===== src/rtl/fan_cmd_scheduler.sv =====
// ============================================================================
// Module      : fan_cmd_scheduler
// Description : Queues fan remote commands and replays each one REPEATS times
//               to the packet generator, with a fixed idle gap between sends.
//               Optional macro FAN_CMD_DEDUP_EN drops a command identical to
//               the newest entry still waiting in the queue.
// Revision    : 1.0 - initial release
// ============================================================================
`default_nettype none

module fan_cmd_scheduler #(
    parameter int REPEATS    = 4,
    parameter int GAP_CYCLES = 20000,
    parameter int FIFO_DEPTH = 4
) (
    input  logic       ref_clk,
    input  logic       reset_n,
    input  logic       cmd_valid,
    output logic       cmd_ready,
    input  logic [3:0] cmd_id,
    input  logic [6:0] cmd_code,
    output logic       gen_start,
    output logic [3:0] gen_id,
    output logic [6:0] gen_cmd,
    input  logic       gen_busy,
    output logic       sched_busy,
    output logic       err_timeout
);

    localparam int PTR_W = $clog2(FIFO_DEPTH);
    localparam int CNT_W = PTR_W + 1;
    localparam logic [CNT_W-1:0] FULL_CNT = CNT_W'(FIFO_DEPTH);
    localparam logic [15:0]      GAP_LAST = 16'(GAP_CYCLES - 1);
    localparam logic [3:0]       REP_INIT = 4'(REPEATS);

    typedef enum logic [2:0] {
        IDLE      = 3'd0,
        LOAD      = 3'd1,
        START     = 3'd2,
        WAIT_ACK  = 3'd3,
        WAIT_DONE = 3'd4,
        GAP       = 3'd5
    } state_t;

    state_t state, next_state;

    logic [10:0]      mem [FIFO_DEPTH];
    logic [PTR_W-1:0] wr_ptr, rd_ptr;
    logic [CNT_W-1:0] count;
    logic             init_done;
    logic [3:0]       rep_cnt;
    logic [2:0]       ack_cnt;
    logic [15:0]      gap_cnt;

    logic full, empty, push_hs, push, pop, is_dup;
    logic timeout_evt, rep_dec;

    assign full       = (count == FULL_CNT);
    assign empty      = (count == '0);
    assign cmd_ready  = init_done && !full;
    assign push_hs    = cmd_valid && cmd_ready;
    assign pop        = (state == LOAD);
    assign push       = push_hs && !is_dup;
    assign sched_busy = (state != IDLE);

`ifdef FAN_CMD_DEDUP_EN
    logic [PTR_W-1:0] last_ptr;
    logic [10:0]      last_entry;
    logic             last_present;

    // The newest entry stays queued unless it is the only one and leaves now.
    assign last_ptr     = PTR_W'(wr_ptr - 1'b1);
    assign last_entry   = mem[last_ptr];
    assign last_present = !empty && !(pop && (count == CNT_W'(1)));
    assign is_dup       = last_present && (last_entry == {cmd_id, cmd_code});
`else
    assign is_dup = 1'b0;
`endif

    always_ff @(posedge ref_clk) begin
        if (push) begin
            mem[wr_ptr] <= {cmd_id, cmd_code};
        end
    end

    always_comb begin
        next_state  = state;
        gen_start   = 1'b0;
        timeout_evt = 1'b0;
        rep_dec     = 1'b0;
        case (state)
            IDLE: begin
                if (!empty) next_state = LOAD;
            end
            LOAD: begin
                next_state = START;
            end
            START: begin
                gen_start  = 1'b1;
                next_state = WAIT_ACK;
            end
            WAIT_ACK: begin
                if (gen_busy) begin
                    next_state = WAIT_DONE;
                end else if (ack_cnt == 3'd7) begin
                    timeout_evt = 1'b1;
                    rep_dec     = 1'b1;
                    next_state  = GAP;
                end
            end
            WAIT_DONE: begin
                if (!gen_busy) begin
                    rep_dec    = 1'b1;
                    next_state = GAP;
                end
            end
            GAP: begin
                if (gap_cnt == GAP_LAST) begin
                    if (rep_cnt != 4'd0) next_state = START;
                    else if (empty)      next_state = IDLE;
                    else                 next_state = LOAD;
                end
            end
            default: next_state = IDLE;
        endcase
    end

    always_ff @(posedge ref_clk or negedge reset_n) begin
        if (!reset_n) begin
            state       <= IDLE;
            init_done   <= 1'b0;
            wr_ptr      <= '0;
            rd_ptr      <= '0;
            count       <= '0;
            gen_id      <= 4'd0;
            gen_cmd     <= 7'd0;
            rep_cnt     <= 4'd0;
            ack_cnt     <= 3'd0;
            gap_cnt     <= 16'd0;
            err_timeout <= 1'b0;
        end else begin
            state     <= next_state;
            init_done <= 1'b1;

            if (push) wr_ptr <= wr_ptr + 1'b1;
            if (pop)  rd_ptr <= rd_ptr + 1'b1;
            case ({push, pop})
                2'b10:   count <= count + 1'b1;
                2'b01:   count <= count - 1'b1;
                default: count <= count;
            endcase

            if (state == LOAD) begin
                {gen_id, gen_cmd} <= mem[rd_ptr];
                rep_cnt           <= REP_INIT;
            end else if (rep_dec) begin
                rep_cnt <= rep_cnt - 4'd1;
            end

            ack_cnt <= (state == WAIT_ACK) ? ack_cnt + 3'd1 : 3'd0;
            gap_cnt <= (state == GAP) ? gap_cnt + 16'd1 : 16'd0;

            if (timeout_evt) err_timeout <= 1'b1;
        end
    end

endmodule

`default_nettype wire


===== config.mk =====
export PLATFORM = sky130hd
export DESIGN_NAME = fan_cmd_scheduler
export DESIGN_NICKNAME = d
export VERILOG_FILES = /design/src/rtl/fan_cmd_scheduler.sv
export SDC_FILE = /design/constraint.sdc
export NUM_CORES = 1
export LEC_CHECK = 0
export ABC_CLOCK_PERIOD_IN_PS = 4900
export BUFFER_PORTS_ARGS = -buffer_cell sky130_fd_sc_hd__buf_2
export CAP_MARGIN = 20
export CORE_ASPECT_RATIO = 0.75
export CORE_MARGIN = 8
export CORE_UTILIZATION = 55
export CTS_CLUSTER_SIZE = 20
export DETAILED_ROUTE_END_ITERATION = 12
export PLACE_DENSITY = 0.86
export SKIP_CTS_REPAIR_TIMING = 1
export SLEW_MARGIN = 10
export SYNTH_ARGS = -nofsm -noshare
export SYNTH_HDL_FRONTEND = slang
export SYNTH_SLANG_ARGS = --single-unit

===== constraint.sdc =====
create_clock -name ref_clk -period 4.9 [get_ports ref_clk]
set_input_delay 0.98 -clock ref_clk [delete_from_list [all_inputs] [get_ports ref_clk]]
set_output_delay 0.98 -clock ref_clk [all_outputs]
set_load 0.05 [all_outputs]

# --- Yosys cells after proc, flatten, opt, wreduce, memory -nomap -nowiden ---
# Memory sizes are Yosys's and may differ from the RTL's. A register that Yosys moved wholly into a read port is not among the register bits.
# Cells that the tools add are included.
word_totals:
  register_bits: 35
  latch_bits: 0
  mem_bits_rw: 44
  romBits: 0
  in_bits: 15
  out_inout_bits: 15
  memories: 1
op_classes:
  n_addsub: 7
  n_mul: 0
  div: 0
  n_lt_le_gt_ge: 0
  n_eq_ne: 14
  n_shift: 0
  muxes: 21
  bitwise_logic: 0
  n_reduce_logical: 11
memory_table:
  columns: ["memory", "words", "width", "read_ports", "rd_ports_with_merged_regs", "write_ports", "line_no", "text"]
  rows:
  - ["mem", 4, 11, 1, 1, 1, "47", "logic [10:0] mem [FIFO_DEPTH];"]
op_table:
  columns: ["cell", "n"]
  rows:
  - ["$mux 3", 6]
  - ["$pmux 3 s6", 1]
  - ["$add 16x1->16 const B", 1]
  - ["$eq 16x15->1 const B", 1]
  - ["$mux 16", 1]
  - ["$eq 3x3->1 const B", 4]
  - ["$mux 1", 8]
  - ["$mux 4", 2]
  - ["$add 3x1->3 const B", 2]
  - ["$eq 3x2->1 const B", 2]
  - ["$logic_not 3->1", 2]
  - ["$ne 2x2->1 const B", 3]
  - ["$pmux 3 s2", 1]
  - ["$add 2x1->2 const B", 2]
  - ["$reduce_and 4->1", 1]
  - ["$reduce_bool 2->1", 2]
  - ["$reduce_bool 4->1", 1]
  - ["$sub 4x1->4 const B", 1]
  - ["$eq 3x1->1 const B", 1]
  - ["$ne 3x3->1 const B", 1]
  - ["$reduce_bool 3->1", 1]
  - ["$sub 3x1->3 const B", 1]
  - ["$eq 2x1->1 const B", 1]
  - ["$eq 2x2->1 const B", 1]
  - ["other kinds (4)", 6]

# --- Longest topological paths before layout ---
# Gate-level depths: netlist of run 1.
logic_depth:
  word_depth: 6
  depth_mapped: 10
  ltp_nobuf: 10

# --- Worst setup path before layout of run 1 ---
# Ideal clock, no wire load.
synth_timing:
  path_type: "reg-to-reg"
  start: "register count[0]"
  end: "register count[2]"
  setup_ps: 125
  arrival_time_ps: 2585
  t_required_ps: 4775
  path_slack_ps: 2190
  stages_incl_launch_ff: 11
  path_cell_list: "dfrtp_1 inv_1 a31oi_1 and2_1 inv_1 ha_1 inv_1 fa_1 xor2_1 nor2_1 xor2_1"
synth_between:
  elab_chain_len: 6
  word_cells_on_any_way: 10
  classes_between: "add/sub (2); eq/ne (3); mux (1); reduce/logical (4)"
synth_lines:
  columns: ["element", "line_no", "text"]
  rows:
  - ["from (decl)", "49", "logic [CNT_W-1:0] count;"]
  - ["from (signal assigned)", "148", "2'b10: count <= count + 1'b1;"]
  - ["from (signal assigned)", "149", "2'b01: count <= count - 1'b1;"]
  - ["from (signal assigned)", "150", "default: count <= count;"]
  - ["$eq 3x3->1 (*)", "58", "assign full = (count == FULL_CNT);"]
  - ["$logic_not 1->1 (*)", "60", "assign cmd_ready = init_done && !full;"]
  - ["$logic_and 1x1->1 (*)", "60", null]
  - ["via cmd_ready", "19", "output logic cmd_ready,"]
  - ["$logic_and 1x1->1 (*)", "61", "assign push_hs = cmd_valid && cmd_ready;"]
  - ["$eq 2x1->1 / $eq 2x2->1 (equally long branches)", "147", "case ({push, pop})"]
  - ["$pmux 3 s2 / $reduce_bool 2->1 (equally long branches)", null, null]
# Mark *: on every way through the listed nets, which the timed path passes. The rest lies on a longest branch.
# A chain may end at the register's enable or synchronous reset.

# --- Worst setup path after layout of run 1 ---
layout_timing:
  start: "register count[0]"
  end: "output cmd_ready"
layout_between:
  elab_chain_len: 3
layout_lines:
  columns: ["element", "line_no"]
  rows:
  - ["$eq 3x3->1", "58"]
  - ["$logic_not 1->1", "60"]
  - ["$logic_and 1x1->1", "60"]
  - ["to (decl)", "19"]
# Every way passes these cells.

==> flow_summary.toml, run 1 <==
[min_path]
hp-class = "reg2reg"

[setup_path]
required_ns = 3.92
startpoint_type = "flip-flop"
rr_startpoint = "state[0]"
rrSetupSlack_ns = 2.59
critPathArrivalTime_ns = 1.62
crit_end = "cmd_ready"
reg2reg_depth = 9
crit_type = "reg2out"
worstPathMaxFanout = 6
end_kind = "output pin"
crit_start = "count[0]"
r2r-end = "count[2]"

[floorplanning]
dieArea_um2 = 9960
rows = 26
dieWidth_um = 113
start_util_pct = 56.6
num_io_pins = 30
die_h_um = 88.5
core_area_um2 = 6800

[sta]
setup_violations = 0
finClkSkew_ns = 0.00920
relSlewSlack_pct = 46.6
rsz0062_at_grt = "false"
hold_viol_final = 0
timing.final.crit_share_pct = 53.2
min_period_ns = 2.60
finalSetupTns_ns = 0
timing.fmax_mhz = 384
slew_viol_final = 0
tightest_slew_ns = 0.801

[clocking]
path_clk_slew_ns = 0.09
htreeDepth = 3
cts.sinks = 90
clk_latency_ns = 0.36
cts_made_buffers = 9
tritoncts = "done"
clock_tree.root_cell = "clkbuf_8"
clockBufferDepth = 2

[drt]
vias_per_cell = 5.56
post_drt_wl_per_cell_um = 16.7
drt_wl_total_um = 6380
drc = 0
vias = 2125
drtPass1Iterations = 4
antenna_left = 0
drtIter0Drc = 194

[yosys]
async_flop_share_pct = 51.1
ys_seq_area_share_pct = 64.2
syn_area_um2 = 3850
synthTopCellsByCount = "dfrtp_1, edfxtp_1, nor2_1"
synth_top_area_share_pct = 34.3
syn-num-nets = 284
yosysMostFrequentCell = "dfrtp_1"
ys.flop_type = "dfrtp_1"
synth_area_leaders = "edfxtp_1, dfrtp_1, mux4_2, mux2_2, ha_1"
yosysUniqueCellTypes = 48
yosys.area.top_type = "edfxtp_1"
ys_seq_elements = 90
synth_edf_count = 44
ys_warn_count = 0
synth_cells = 259
syn_area_per_cell_um2 = 14.9

[cells_and_area]
syn_to_final_growth_pct = 10.1
insertedDiodeCount = 0
final_cell_count_no_fill = 382
drive_above_1_share_pct = 25.5
fillerInstances = 502
register_area_um2 = 2470
finalNetCount = 318
multi_input_area_um2 = 1280

[power_and_ir_drop]
internal-power_w = 0.00110
p_switching_w = 0.000370
comb_power_share_pct = 9.6
p_per_area_nw_per_um2 = 346
vdd_ir_drop_max_uv = 199
clockPowerShare_pct = 29.8
leakage_nw = 1.76
seqPwrFrac_pct = 60.6
p_sw_share_pct = 25.2

[placement]
dp_hpwl_um = 4390
place_congestion = 0.820
numPortBuffers = 29
dp.cells = 365

[grt]
grt_pass1_vias = 2206
grt_pass1_wl_um = 11000
track_usage_pct = 14.3
overflow = 0
grt_max_degree = 47
antenna_found_initial = 0

[outcome]
status = "finished, final reports clean"

[run]
max_cap_viol_count = 0
[logic make-up after synthesis]
kind of cell	synth area share (%)
AOI/OAI and AO/OA	2.76
xor gates and xnor gates	4.32
adders and majority gates	3.44
buffers and inverters	2.57
DFF	64.2
muxes	11.2
other	0.0974
and+or+nand+nor	11.4
[final cells by class]
type / count / area share, %
flip-flops and latches: 90 / 58.3
multi-input cells: 150 / 30.2
repair buffers: 31 / 4.07
clock buffers: 10 / 3.01
well taps: 84 / 2.48
clock inverters: 6 / 0.974
inverters: 11 / 0.974
[registers in the layout, summed over array words and instances, names as in the netlist]
signal,cells
count,3
wr_ptr,2
rd_ptr,2
gen_id,4
gen_cmd,7
gap_cnt,16
rep_cnt,4
mem,44
ack_cnt,3
init_done,1
err_timeout,1
state,3
[stage by stage]
stage          hold slack, ns  cell area [um^2]  utilization [%]  total power [W]  setup slack, ns
6_report                0.454              4240             62.4          0.00147             2.30
5_1_grt                 0.486              4240             62.4          0.00153             2.19
4_1_cts                 0.454              4220             62.1          0.00148             2.30
3_5_place_dp            0.442              4050             59.6          0.00105             2.45
3_3_place_gp            0.446              4050             59.6          0.00104             2.52
2_1_floorplan           0.415              3850                -         0.000994             2.19
[layer usage]
layer	track usage (%)	share of wire [%]
met2	22.3	47
met5	0	0
met3	3.95	4.6
met1	18.5	47
met4	6.71	1.6
[cell usage in the layout, fill, tap and decap left out, types with 8 or more instances in the layout]
master and instances:
dfrtp_1 46, edfxtp_1 44, buf_2 29, nor2_1 20
mux2_2 12, inv_1 11, xnor2_1 11, mux4_2 11
ha_1 9, clkbuf_8 9, nand2_1 8, xor2_1 8
[critical path, cell delays in order, from the launching register on]
cell and delay (ns):
dfrtp_1 0.42, inv_1 0.10, a31oi_1 0.40, buf_2 0.35
[power by group through the flow]
stage          sequential [W]  combinational (W)  clock [W]
2_1_floorplan        0.000897          0.0000970          0
3_3_place_gp         0.000901           0.000135          0
3_5_place_dp         0.000905           0.000143          0
4_1_cts              0.000889           0.000142   0.000449
5_1_grt              0.000897           0.000163   0.000474
6_report             0.000889           0.000141   0.000437
[how the worst min path moves through the flow]
stage / startpoint / endpoint / slack, ns / cells after the start
floorplan: ack_cnt[0] / ack_cnt[0] / 0.41 / 1
global placement: ack_cnt[0] / ack_cnt[0] / 0.45 / 1
CTS: ack_cnt[0] / ack_cnt[0] / 0.45 / 1
global route: ack_cnt[0] / ack_cnt[0] / 0.49 / 1
finish: ack_cnt[0] / ack_cnt[0] / 0.45 / 1
detailed placement: ack_cnt[0] / ack_cnt[0] / 0.44 / 1
(Power assumes the default switching activity.)
==> inputs of run 2 (changes only) <==
--- a/config.mk
+++ b/config.mk
@@ -5,15 +5,15 @@
 export SDC_FILE = /design/constraint.sdc
 export NUM_CORES = 1
 export LEC_CHECK = 0
-export ABC_CLOCK_PERIOD_IN_PS = 4900
+export ABC_CLOCK_PERIOD_IN_PS = 2200
 export BUFFER_PORTS_ARGS = -buffer_cell sky130_fd_sc_hd__buf_2
 export CAP_MARGIN = 20
 export CORE_ASPECT_RATIO = 0.75
 export CORE_MARGIN = 8
-export CORE_UTILIZATION = 55
+export CORE_UTILIZATION = 53
 export CTS_CLUSTER_SIZE = 20
 export DETAILED_ROUTE_END_ITERATION = 12
-export PLACE_DENSITY = 0.86
+export PLACE_DENSITY = 0.87
 export SKIP_CTS_REPAIR_TIMING = 1
 export SLEW_MARGIN = 10
 export SYNTH_ARGS = -nofsm -noshare
==> constraint.sdc (replaced) <==
create_clock -name ref_clk -period 2.2 [get_ports ref_clk]
set_input_delay 0.44 -clock ref_clk [delete_from_list [all_inputs] [get_ports ref_clk]]
set_output_delay 0.44 -clock ref_clk [all_outputs]
set_load 0.05 [all_outputs]
==> flow_summary.toml, run 2 (same netlist as run 1, synthesis figures left out) <==
[sta]
finalSetupTns_ns = 0
timing.final.crit_share_pct = 94.4
fin_ws_ns = 0.123
setup_violations = 0
min_period_ns = 2.08
hold_viol_final = 0
rsz0062_at_grt = "false"
holdWs_ns = 0.157
tightest_slew_ns = 0.591
slew_viol_final = 0
finClkSkew_ns = 0.00593
timing.fmax_mhz = 481
relSlewSlack_pct = 60.6

[drt]
drc = 0
antenna_left = 0
drtIter0Drc = 170
vias_per_cell = 5.48
drtPass1Iterations = 4
drt_wl_total_um = 6860
vias = 2207
post_drt_wl_per_cell_um = 17.0

[cells_and_area]
final_cell_mix = "dfrtp_1, edfxtp_1, buf_2"
insertedDiodeCount = 0
final_area_um2 = 4350
drive_above_1_share_pct = 28.1
final_common_cell = "dfrtp_1"
top_regs = "mem: 44 flops, gap_cnt: 16 flops, gen_cmd: 7 flops"
syn_to_final_growth_pct = 13.0
largest_reg_flops = 44
top_register = "mem"
finalNetCount = 322

[setup_path]
crit_type = "reg2reg"
cp_slowest_cell = "dfrtp_1"
required_ns = 2.49
critPathArrivalTime_ns = 2.36
max_stage_delay_ns = 0.44
worstPathMaxFanout = 6
startpoint_type = "flip-flop"
end_kind = "flip-flop"
path_cells = "inv_2 > a31oi_4 > and2_1 > inv_1 > ha_1 > inv_1 > fa_1 > xor2_1 > nor2_1 > xor2_1"

[grt]
track_usage_pct = 14.5
grt_max_degree = 47
grt_pass1_vias = 2319
overflow = 0
antenna_found_initial = 0
grt_pass1_wl_um = 11600

[power_and_ir_drop]
leakage_nw = 1.80
p_per_area_nw_per_um2 = 804
vdd_ir_drop_max_uv = 480
power_w = 0.00350

[floorplanning]
num_io_pins = 30
dieWidth_um = 114
core_area_um2 = 7200
die_h_um = 89.8
start_util_pct = 53.5
dieArea_um2 = 10300
rows = 27

[clocking]
clock_tree.root_cell = "clkbuf_8"
tritoncts = "done"
cts_made_buffers = 9
clockBufferDepth = 2
htreeDepth = 3
clk_latency_ns = 0.36
path_clk_slew_ns = 0.09
cts.sinks = 90

[run]
max_cap_viol_count = 0

[placement]
dp_slack_ns = 0.102
dp_hpwl_um = 4800
dpl-instance-area_um2 = 4140
numPortBuffers = 29
place_congestion = 0.808

[outcome]
status = "finished, final reports clean"

[min_path]
hp-class = "in2async"
[run 2: cell types whose count changed in the layout (fill, tap and decap cells not counted), moves of 2 or more]
cell,delta
inv_6,+2
inv_1,-2
inv_2,+2
buf_4,+4
[run 2: area by class of cell]
| class | instances | area, um^2 |
|---|---|---|
| clock buffer | 9 | 124 |
| timing repair buffer | 35 | 203 |
| fill | 513 | 2850 |
| tap | 101 | 126 |
| inverter | 11 | 41.3 |
| sequential | 90 | 2470 |
| multi-input combinational | 150 | 1300 |
| clock inverter | 7 | 82.6 |
[run 2: worst paths after layout]
path                       startpoint    endpoint  slack, ns  depth (start not counted)
max                          count[0]    count[2]       0.12                         10
min                           reset_n  gap_cnt[9]       0.16                          2
max reg2reg                  count[0]    count[2]       0.12                         10
min reg2reg                ack_cnt[0]  ack_cnt[0]       0.45                          1
max in group asynchronous     reset_n   wr_ptr[0]       1.65                          2
min in group ref_clk        cmd_id[3]  mem[2][10]       0.29                          1
[run 2: metal layers]
layer | track usage, % | vias to the layer above | wire (um)
li1 | - | 1024 | -
met1 | 18.7 | 1126 | 3120
met2 | 22.3 | 48 | 3290
met3 | 4.88 | 9 | 367
met4 | 5.30 | 0 | 91
met5 | 0 | - | 0
[run 2: critical path: cells and delay by family (launching register included)]
kind / cells / cell delay [ns]
XOR/XNOR: 2 / 0.30
buffers and inverters: 3 / 0.25
adder cells (fa/ha/maj): 2 / 0.56
AND/OR/NAND/NOR: 2 / 0.34
AO/OA/AOI/OAI: 1 / 0.11
flip-flops: 1 / 0.44
[run 2: per-stage QoR]
stage / cells / utilization [%]
2_1_floorplan: 259 / -
3_3_place_gp: 387 / 57.6
3_5_place_dp: 387 / 57.6
4_1_cts: 403 / 60.5
5_1_grt: 403 / 60.5
6_report: 403 / 60.5
[run 2: power breakdown]
part,internal [W],switching (W)
sequential,0.00191,0.0000825
combinational,0.000129,0.000212
clock,0.000544,0.000616
